==> src/rtl/fetch_pkg.sv <==
// Shared types, constants and address-field width helpers for the fetch stage.
// Pure declarations: no logic, no latency, no flow control.
package fetch_pkg;

    localparam int WORD_W = 32;

    typedef logic [0:0] state_t;
    localparam state_t ST_RUN    = 1'b0;
    localparam state_t ST_REFILL = 1'b1;

    function automatic int offset_w(input int line_words);
        return $clog2(line_words);
    endfunction

    function automatic int index_w(input int num_lines);
        return $clog2(num_lines);
    endfunction

    function automatic int tag_w(input int num_lines, input int line_words);
        return WORD_W - 2 - $clog2(line_words) - $clog2(num_lines);
    endfunction

endpackage

==> src/rtl/fetch_mem_if.sv <==
// Line refill bus between the fetch stage and the backing memory.
// Request is level-held until a single-cycle ack carries the whole line.
interface fetch_mem_if
    import fetch_pkg::*;
#(
    parameter int LINE_WORDS = 4
) ();
    logic                         mem_req;
    logic [WORD_W-1:0]            mem_addr;
    logic                         mem_ack;
    logic [LINE_WORDS*WORD_W-1:0] mem_line;

    modport master (output mem_req, output mem_addr, input mem_ack, input mem_line);
    modport slave  (input mem_req, input mem_addr, output mem_ack, output mem_line);
endinterface

==> src/rtl/icache_array.sv <==
// Direct-mapped tag/valid/data store: combinational read, one write port.
// Read latency 0; write visible the cycle after wr_en; never backpressures.
module icache_array
    import fetch_pkg::*;
#(
    parameter int NUM_LINES  = 8,
    parameter int LINE_WORDS = 4,
    parameter int OFF_W      = offset_w(LINE_WORDS),
    parameter int IDX_W      = index_w(NUM_LINES),
    parameter int TAG_W      = tag_w(NUM_LINES, LINE_WORDS)
) (
    input  logic                         clk,
    input  logic                         rst_n,
    input  logic [IDX_W-1:0]             rd_index,
    input  logic [TAG_W-1:0]             rd_tag,
    input  logic [OFF_W-1:0]             rd_offset,
    output logic                         hit,
    output logic [WORD_W-1:0]            rd_word,
    input  logic                         wr_en,
    input  logic [IDX_W-1:0]             wr_index,
    input  logic [TAG_W-1:0]             wr_tag,
    input  logic [LINE_WORDS*WORD_W-1:0] wr_line
);
    logic [NUM_LINES-1:0]                   valid_q;
    logic [TAG_W-1:0]                       tag_q  [NUM_LINES];
    logic [LINE_WORDS-1:0][WORD_W-1:0]      data_q [NUM_LINES];

    // Only the valid bits are reset; tag and data are don't-care until valid.
    always_ff @(posedge clk) begin
        if (!rst_n) begin
            valid_q <= '0;
        end else if (wr_en) begin
            valid_q[wr_index] <= 1'b1;
        end
    end

    always_ff @(posedge clk) begin
        if (wr_en) begin
            tag_q[wr_index]  <= wr_tag;
            data_q[wr_index] <= wr_line;
        end
    end

    assign hit     = valid_q[rd_index] && (tag_q[rd_index] == rd_tag);
    assign rd_word = data_q[rd_index][rd_offset];
endmodule

==> src/rtl/fetch_stage.sv <==
// Instruction fetch: PC register, direct-mapped I-cache lookup, line refill FSM.
// Hit delivers the word in the same cycle; stall holds PC on hit, redirects always win.
module fetch_stage
    import fetch_pkg::*;
#(
    parameter int          NUM_LINES  = 8,
    parameter int          LINE_WORDS = 4,
    parameter logic [31:0] RESET_PC   = 32'h0000_0000
) (
    input  logic               clk,
    input  logic               rst_n,
    input  logic [WORD_W-1:0]  branch_target,
    input  logic               pc_src,
    input  logic               stall,
    output logic [WORD_W-1:0]  instruction,
    output logic [WORD_W-1:0]  next_pc,
    output logic               valid,
    fetch_mem_if.master        mem
);
    localparam int OFF_W    = offset_w(LINE_WORDS);
    localparam int IDX_W    = index_w(NUM_LINES);
    localparam int TAG_W    = tag_w(NUM_LINES, LINE_WORDS);
    localparam int LINE_LSB = OFF_W + 2;
    localparam logic [WORD_W-1:0] LINE_MASK = (32'd1 << LINE_LSB) - 32'd1;

    state_t            state_q;
    logic [WORD_W-1:0] pc_q;
    logic [WORD_W-1:0] refill_addr_q;
    logic [WORD_W-1:0] pending_target_q;
    logic              pending_q;
    logic              hit;
    logic [WORD_W-1:0] rd_word;

    icache_array #(
        .NUM_LINES  (NUM_LINES),
        .LINE_WORDS (LINE_WORDS)
    ) u_icache_array (
        .clk       (clk),
        .rst_n     (rst_n),
        .rd_index  (pc_q[LINE_LSB +: IDX_W]),
        .rd_tag    (pc_q[WORD_W-1 -: TAG_W]),
        .rd_offset (pc_q[2 +: OFF_W]),
        .hit       (hit),
        .rd_word   (rd_word),
        .wr_en     ((state_q == ST_REFILL) && mem.mem_ack),
        .wr_index  (refill_addr_q[LINE_LSB +: IDX_W]),
        .wr_tag    (refill_addr_q[WORD_W-1 -: TAG_W]),
        .wr_line   (mem.mem_line)
    );

    assign next_pc      = pc_q + 32'd4;
    assign valid        = (state_q == ST_RUN) && hit;
    assign instruction  = hit ? rd_word : '0;
    assign mem.mem_req  = (state_q == ST_REFILL);
    assign mem.mem_addr = refill_addr_q;

    always_ff @(posedge clk) begin
        if (!rst_n) begin
            state_q          <= ST_RUN;
            pc_q             <= RESET_PC;
            refill_addr_q    <= '0;
            pending_q        <= 1'b0;
            pending_target_q <= '0;
        end else begin
            case (state_q)
                ST_RUN: begin
                    if (hit) begin
                        if (pc_src)      pc_q <= branch_target;
                        else if (!stall) pc_q <= next_pc;
                    end else begin
                        // A redirect on a miss still refills the line that missed.
                        state_q       <= ST_REFILL;
                        refill_addr_q <= pc_q & ~LINE_MASK;
                        if (pc_src) pc_q <= branch_target;
                    end
                end
                ST_REFILL: begin
                    if (mem.mem_ack) begin
                        state_q   <= ST_RUN;
                        pending_q <= 1'b0;
                        if (pc_src)         pc_q <= branch_target;
                        else if (pending_q) pc_q <= pending_target_q;
                    end else if (pc_src) begin
                        pending_q        <= 1'b1;
                        pending_target_q <= branch_target;
                    end
                end
                default: state_q <= ST_RUN;
            endcase
        end
    end
endmodule

==> src/flat_wrapper.sv <==
// flat-port wrapper written by rule: the top's interface ports become plain ports
module fetch_stage_flat import fetch_pkg::*;
#(
    parameter int          NUM_LINES  = 8,
    parameter int          LINE_WORDS = 4,
    parameter logic [31:0] RESET_PC   = 32'h0000_0000
)
  (clk, rst_n, branch_target, pc_src, stall, instruction, next_pc, valid, mem_mem_req, mem_mem_addr, mem_mem_ack, mem_mem_line);
  fetch_mem_if #(.LINE_WORDS(LINE_WORDS)) mem_i ();
  input  logic clk;
  input  logic rst_n;
  input  logic [WORD_W-1:0] branch_target;
  input  logic pc_src;
  input  logic stall;
  output logic [WORD_W-1:0] instruction;
  output logic [WORD_W-1:0] next_pc;
  output logic valid;
  output wire logic [$bits(mem_i.mem_req)-1:0] mem_mem_req;
  output wire logic [$bits(mem_i.mem_addr)-1:0] mem_mem_addr;
  input wire logic [$bits(mem_i.mem_ack)-1:0] mem_mem_ack;
  input wire logic [$bits(mem_i.mem_line)-1:0] mem_mem_line;
  assign mem_mem_req = mem_i.mem_req;
  assign mem_mem_addr = mem_i.mem_addr;
  assign mem_i.mem_ack = mem_mem_ack;
  assign mem_i.mem_line = mem_mem_line;
  fetch_stage #(.NUM_LINES(NUM_LINES), .LINE_WORDS(LINE_WORDS), .RESET_PC(RESET_PC)) u_core (.clk(clk), .rst_n(rst_n), .branch_target(branch_target), .pc_src(pc_src), .stall(stall), .instruction(instruction), .next_pc(next_pc), .valid(valid), .mem(mem_i));
endmodule
==> config.mk <==
export PLATFORM = sky130hd
export DESIGN_NAME = fetch_stage_flat
export DESIGN_NICKNAME = d
export VERILOG_FILES = /design/src/rtl/fetch_pkg.sv /design/src/rtl/fetch_mem_if.sv /design/src/rtl/icache_array.sv /design/src/rtl/fetch_stage.sv /design/src/flat_wrapper.sv
export SDC_FILE = /design/constraint.sdc
export NUM_CORES = 1
export LEC_CHECK = 0
export ABC_CLOCK_PERIOD_IN_PS = 37800
export CAP_MARGIN = 20
export CORE_AREA = 2 2 343 345
export DETAILED_ROUTE_END_ITERATION = 6
export DIE_AREA = 0 0 345 347
export HOLD_SLACK_MARGIN = 0.02
export PLACE_DENSITY = 0.59
export RECOVER_POWER = 25
export SYNTH_ARGS = -nofsm -noshare
export SYNTH_HDL_FRONTEND = slang
export SYNTH_SLANG_ARGS = --single-unit
==> constraint.sdc <==
create_clock -name clk -period 37.8 [get_ports clk]
set_input_delay 3.78 -clock clk [delete_from_list [all_inputs] [get_ports clk]]
set_output_delay 3.78 -clock clk [all_outputs]
set_load 0.05 [all_outputs]
* Word level (Yosys, flattened, before mapping) *
Memory sizes are Yosys's and may differ from the RTL's. A register that Yosys moved wholly into a read port is not among the register bits.
Index checks and enable logic that the tools add are counted.

storage, ports and cells
  flip-flop bits (word level) = 102
  bits in writable memories = 1224
  word-level logic and storage cells = 57
  memories = 2

operators by class
  add/subtract/negate cells = 1
  order comparisons = 4
  equality and inequality tests = 5
  multiplexer cells = 26
  bitwise gates (word level) = 4
  reductions and logical operators = 9

memory list
  name                          words  width  read ports  clocked after Yosys merged registers in  write ports  RTL line            text
  u_core.u_icache_array.data_q  8      128    1           1                                        1            icache_array.sv:26  logic [LINE_WORDS-1:0][WORD_W-1:0] data_q [NUM_LINES];
  u_core.u_icache_array.tag_q   8      25     1           1                                        1            icache_array.sv:25  logic [TAG_W-1:0] tag_q [NUM_LINES];

operators with widths
  cell                   number
  $mux 32                9
  $bmux 32 s2            1
  $pmux 32 s2            1
  $add 32x3->32 const B  1
  $eq 25x25->1           1
  $mux 3                 4
  $lt 3x4->1 const B     2
  $mux 1                 8
  $or 8x8->8             1
  $ne 3x3->1 const B     2
  $logic_and 1x1->1      4
  $reduce_and 2->1       2
  $reduce_and 4->1       1
  $bmux 1 s3             1
  $demux 1 s3            1
  $ge 3x1->1 const B     1
  $lt 2x3->1 const B     1
  $ne 3x2->1 const B     1
  $not 1->1              3
  $reduce_and 3->1       1
  $ne 2x2->1 const B     1
  $pmux 1 s2             1
  $reduce_bool 2->1      1

* Depth between registers and ports, before layout *
  depth after elaboration = 7
  depth in mapped cells = 14

* By module *
Synthesis repeated with hierarchy kept, for this count alone.

second synthesis, totals
  cells, all modules = 2528
  area total of the unflattened synthesis = 52133.8 um2

modules (own cells, without submodules)
  module        times used  cells an instance  area an instance (um2)  seq. area each (um2)
  icache_array  1           1858               46881.2                 36915.4
  fetch_stage   1           670                5252.5                  1881.8

* Worst setup path after synthesis *
Ideal clock, no wire load.

  path type = in2reg
  from = in mem_mem_ack
  to = mem u_core.u_icache_array.data_q[0][0] (netlist bit) (enable)
  setup time = 0.855 ns
  arrival time = 14.515 ns
  data required time = 36.945 ns
  slack = 22.429 ns
  cell stages on the path = 3
  path buffers = 0
  cell sequence = nand2_1 > or2_2 > nor3_1

on the way
  cells in the longest elaborated chain, start to end = 3

RTL lines
  item                          RTL line            text
  start, declared               flat_wrapper.sv:20  input wire logic [$bits(mem_i.mem_ack)-1:0] mem_mem_ack;
  $logic_and 1x1->1             fetch_stage.sv:45   .wr_en ((state_q == ST_REFILL) && mem.mem_ack),
  $mux 1                        icache_array.sv:38  if (wr_en) begin
  $mux 1 (not written as such)  icache_array.sv:40  data_q[wr_index] <= wr_line;
  end, declared                 icache_array.sv:26

Every way passes these cells.

==> impl_metrics.tcl <==
set metrics [dict create \
    status "finished clean" \
    ff2ff_path_depth 15 \
    start_kind "flip-flop" \
    place_hpwl_mm 71.3 \
    cts_tree "yes" \
    grt_setup_unrepaired "false" \
    first_iter_violations 2309 \
    coreArea_um2 116000 \
    p_leak_nw 18.7 \
    crit_buf_inv 5 \
    ys_ff_latch 1329 \
    syn_area_um2 51900 \
    numPortBuffers 258 \
    boundaryPins 263 \
    cp-end-kind "output port" \
    cts_buffer_depth 3 \
    start_util 0.448 \
    cts_setup_buffers 0 \
    postRouteAntennaNets 0 \
    synthCells 2584 \
    areaGrowthSynthToFinish_pct 16.6 \
    hold_class "reg -> reg" \
    cp_data_arrival_time_ns 6.06 \
    synth_edf_count 1224 \
    die-area_um2 120000 \
    wirelength_mm 126 \
    fillers 9167 \
    final.min_clock_period_ns 9.84 \
    hold_depth 1 \
    path_max_fanout 94 \
    drt-met1-wl_mm 51.6 \
    r2r-end "u_core.pc_q[17]" \
    maxSlewViolCount 0 \
    num_rows 125 \
    dr_wl_met2_mm 61.9 \
    cts_hold_buf 0 \
    fin_nets 3037 \
    cts_buffers 141 \
    post-route-period-util 0.260 \
    hp-start "u_core.u_icache_array.valid_q[2]" \
    antenna_found_initial 42 \
    hold_violations 0 \
    crit_path_max_incr_delay_ns 0.86 \
    finClkSkew_ns 0.0255 \
    root_buffer "clkbuf_16" \
    syn-mean-instance-area_um2 20.1 \
    fin_util 0.523 \
    max_freq_ghz 0.102 \
    critPathSlowestCell "clkdlybuf4s50_1" \
    synth_cell_types 56 \
    via_per_inst 5.82 \
    drc_errors 0 \
    drt_pre_antenna_iters 7 \
    vias 26300 \
    path_class "reg -> out" \
    ir_drop_uv 41.9 \
    final-setup-viol-count 0 \
    clock_latency_ns 0.73 \
    wl_met3_mm 9.22 \
    grt_pass1_vias 27000 \
    crit_chain "buf_12, buf_4, buf_16, nor2b_1, a22o_1, nor3_1, nand4b_1, nor4bb_1, nand4_4, buf_4, a21oi_1, clkdlybuf4s50_1" \
    synth_warnings 0 \
    slew_headroom 0.240 \
    die_h_um 347 \
    holdWs_ns 0.462 \
    cp.required_ns 34.02 \
    cp_common_cell "buf_4" \
    drive_above_1_share 0.207 \
    yosysSeqAreaShare 0.749 \
    wl_per_cell_um 28.0 \
    top_layer "met5" \
    grt_usage 0.211 \
    cts_resized 0 \
    cts_sinks 1329 \
    r2r_setup_slack_ns 32.10 \
    gr-total-overflow 0 \
    min_to "u_core.u_icache_array.valid_q[2]" \
    grt_pass1_wl_mm 185 \
    grt_start_max_net_pins 120 \
    gp_congestion 0.812 \
    synthArstFlopShare 0 \
    synth-main-ff-cell "edfxtp_1" \
    fin_setup_tns_ns 0 \
    clk_pin_slew_ns 0.05 \
    tightest_slew_ns 1.14 \
    maxCapViolCount 0 \
    cp_top_family "buffers and inverters" \
    cellPowerDensity_nw_per_um2 52.8 \
    cts_max_level 4 \
    die_x_um 345 \
]
-- routing by layer --
| layer | up-vias | track usage |
|---|---|---|
| met3 | 249 | 0.0541 |
| li1 | 11200 | - |
| met4 | 40 | 0.0619 |
| met5 | - | 0 |
| met2 | 933 | 0.346 |
| met1 | 13900 | 0.280 |
-- power by group --
part / switching (W) / total [W] / internal, W
Combinational: 0.000143 / 0.000258 / 0.000115
Clock: 0.000548 / 0.00128 / 0.000737
Sequential: 0.0000240 / 0.00165 / 0.00163
Total: 0.000715 / 0.00319 / 0.00248
-- sequential cells by signal (all words and copies together), names as in the netlist, named ones only --
name                           cells
u_core.u_icache_array.data_q    1024
u_core.u_icache_array.valid_q      8
u_core.pending_q                   1
u_core.pending_target_q           32
u_core.pc_q                       32
u_core.u_icache_array.tag_q      200
u_core.mem.mem_addr               28
u_core.mem.mem_req                 1
-- layout by cell type (no fill, tap or decap), types with 29 or more instances in the layout --
cell type,count
edfxtp_1,1224
mux4_2,342
nand2_1,203
clkdlybuf4s50_1,191
clkbuf_16,145
dfxtp_1,99
mux2i_1,68
dlygate4sd3_1,66
a21oi_1,45
o22ai_1,44
buf_4,43
a21boi_0,40
nand2b_1,35
clkbuf_1,33
nor2_1,32
clkinv_1,30
o21ai_0,29
-- logic make-up (layout without fill, tap and decap cells) --
group,count (synthesis),after routing,share of synthesized area
flip-flops,1329,1329,0.749
multiplexers,416,416,0.163
AND/OR/NAND/NOR,363,363,0.0321
AO/OA/AOI/OAI,261,261,0.0346
buffers and inverters,173,567,0.0148
XOR/XNOR,40,40,0.00675
adder cells (fa/ha/maj),1,1,0.000241
other,1,9,0.0000723
-- worst max-delay path by stage --
stage | startpoint | end | slack, ns | cells past startpoint
after floorplan | mem_mem_ack | u_core.u_icache_array.data_q[0][0] | 22.43 | 3
after detailed placement | flip-flop | instruction[0] | 28.39 | 11
after global routing | flip-flop | instruction[0] | 27.52 | 12
after CTS | flip-flop | instruction[0] | 27.58 | 11
after global placement | flip-flop | instruction[3] | 28.47 | 11
final | flip-flop | instruction[0] | 27.96 | 12
-- layout make-up --
| cell class | count | area [µm²] | area share |
|---|---|---|---|
| Tap cell | 1524 | 1910 | 0.0315 |
| Sequential cell | 1329 | 38900 | 0.642 |
| Inverter | 6 | 22.5 | 0.000372 |
| Clock buffer | 186 | 3860 | 0.0637 |
| Multi-Input combinational cell | 1085 | 12400 | 0.204 |
| Clock inverter | 67 | 422 | 0.00697 |
| Timing Repair Buffer | 308 | 3060 | 0.0506 |
| Antenna cell | 5 | 12.5 | 0.000207 |
-- Yosys cell counts (all sizes together) (7+ instances only) --
cell / count / share of area
clkbuf: 102 / 0.0074
nor2b: 10 / 0.0012
nand2b: 35 / 0.0042
dfxtp: 105 / 0.040
nand3: 19 / 0.0018
a21oi: 46 / 0.0044
nand2: 203 / 0.015
o31a: 21 / 0.0035
a22oi: 19 / 0.0027
a21boi: 58 / 0.0084
mux2i: 68 / 0.013
nor3: 7 / 0.00067
o32ai: 9 / 0.0015
buf: 65 / 0.0069
nor2: 40 / 0.0029
edfxtp: 1224 / 0.71
xnor2: 21 / 0.0035
mux4: 342 / 0.15
or3: 11 / 0.0013
nand4: 11 / 0.0014
o21ai: 29 / 0.0028
and3: 7 / 0.00084
xor2: 19 / 0.0032
o22ai: 44 / 0.0053
nand3b: 7 / 0.0010
o21a: 10 / 0.0014
-- metrics by stage --
step	instance area (µm²)	instances	total power (W)	worst slack [ns]
4_1_cts	60400	4502	0.00323	27.58
2_1_floorplan	51900	2587	0.00184	22.43
3_5_place_dp	56100	4249	0.00194	28.39
5_1_grt	60500	4505	0.00330	27.52
6_report	60500	4510	0.00319	27.96
3_3_place_gp	56100	4249	0.00194	28.47
Note: power is estimated with default switching activity, not from simulation.
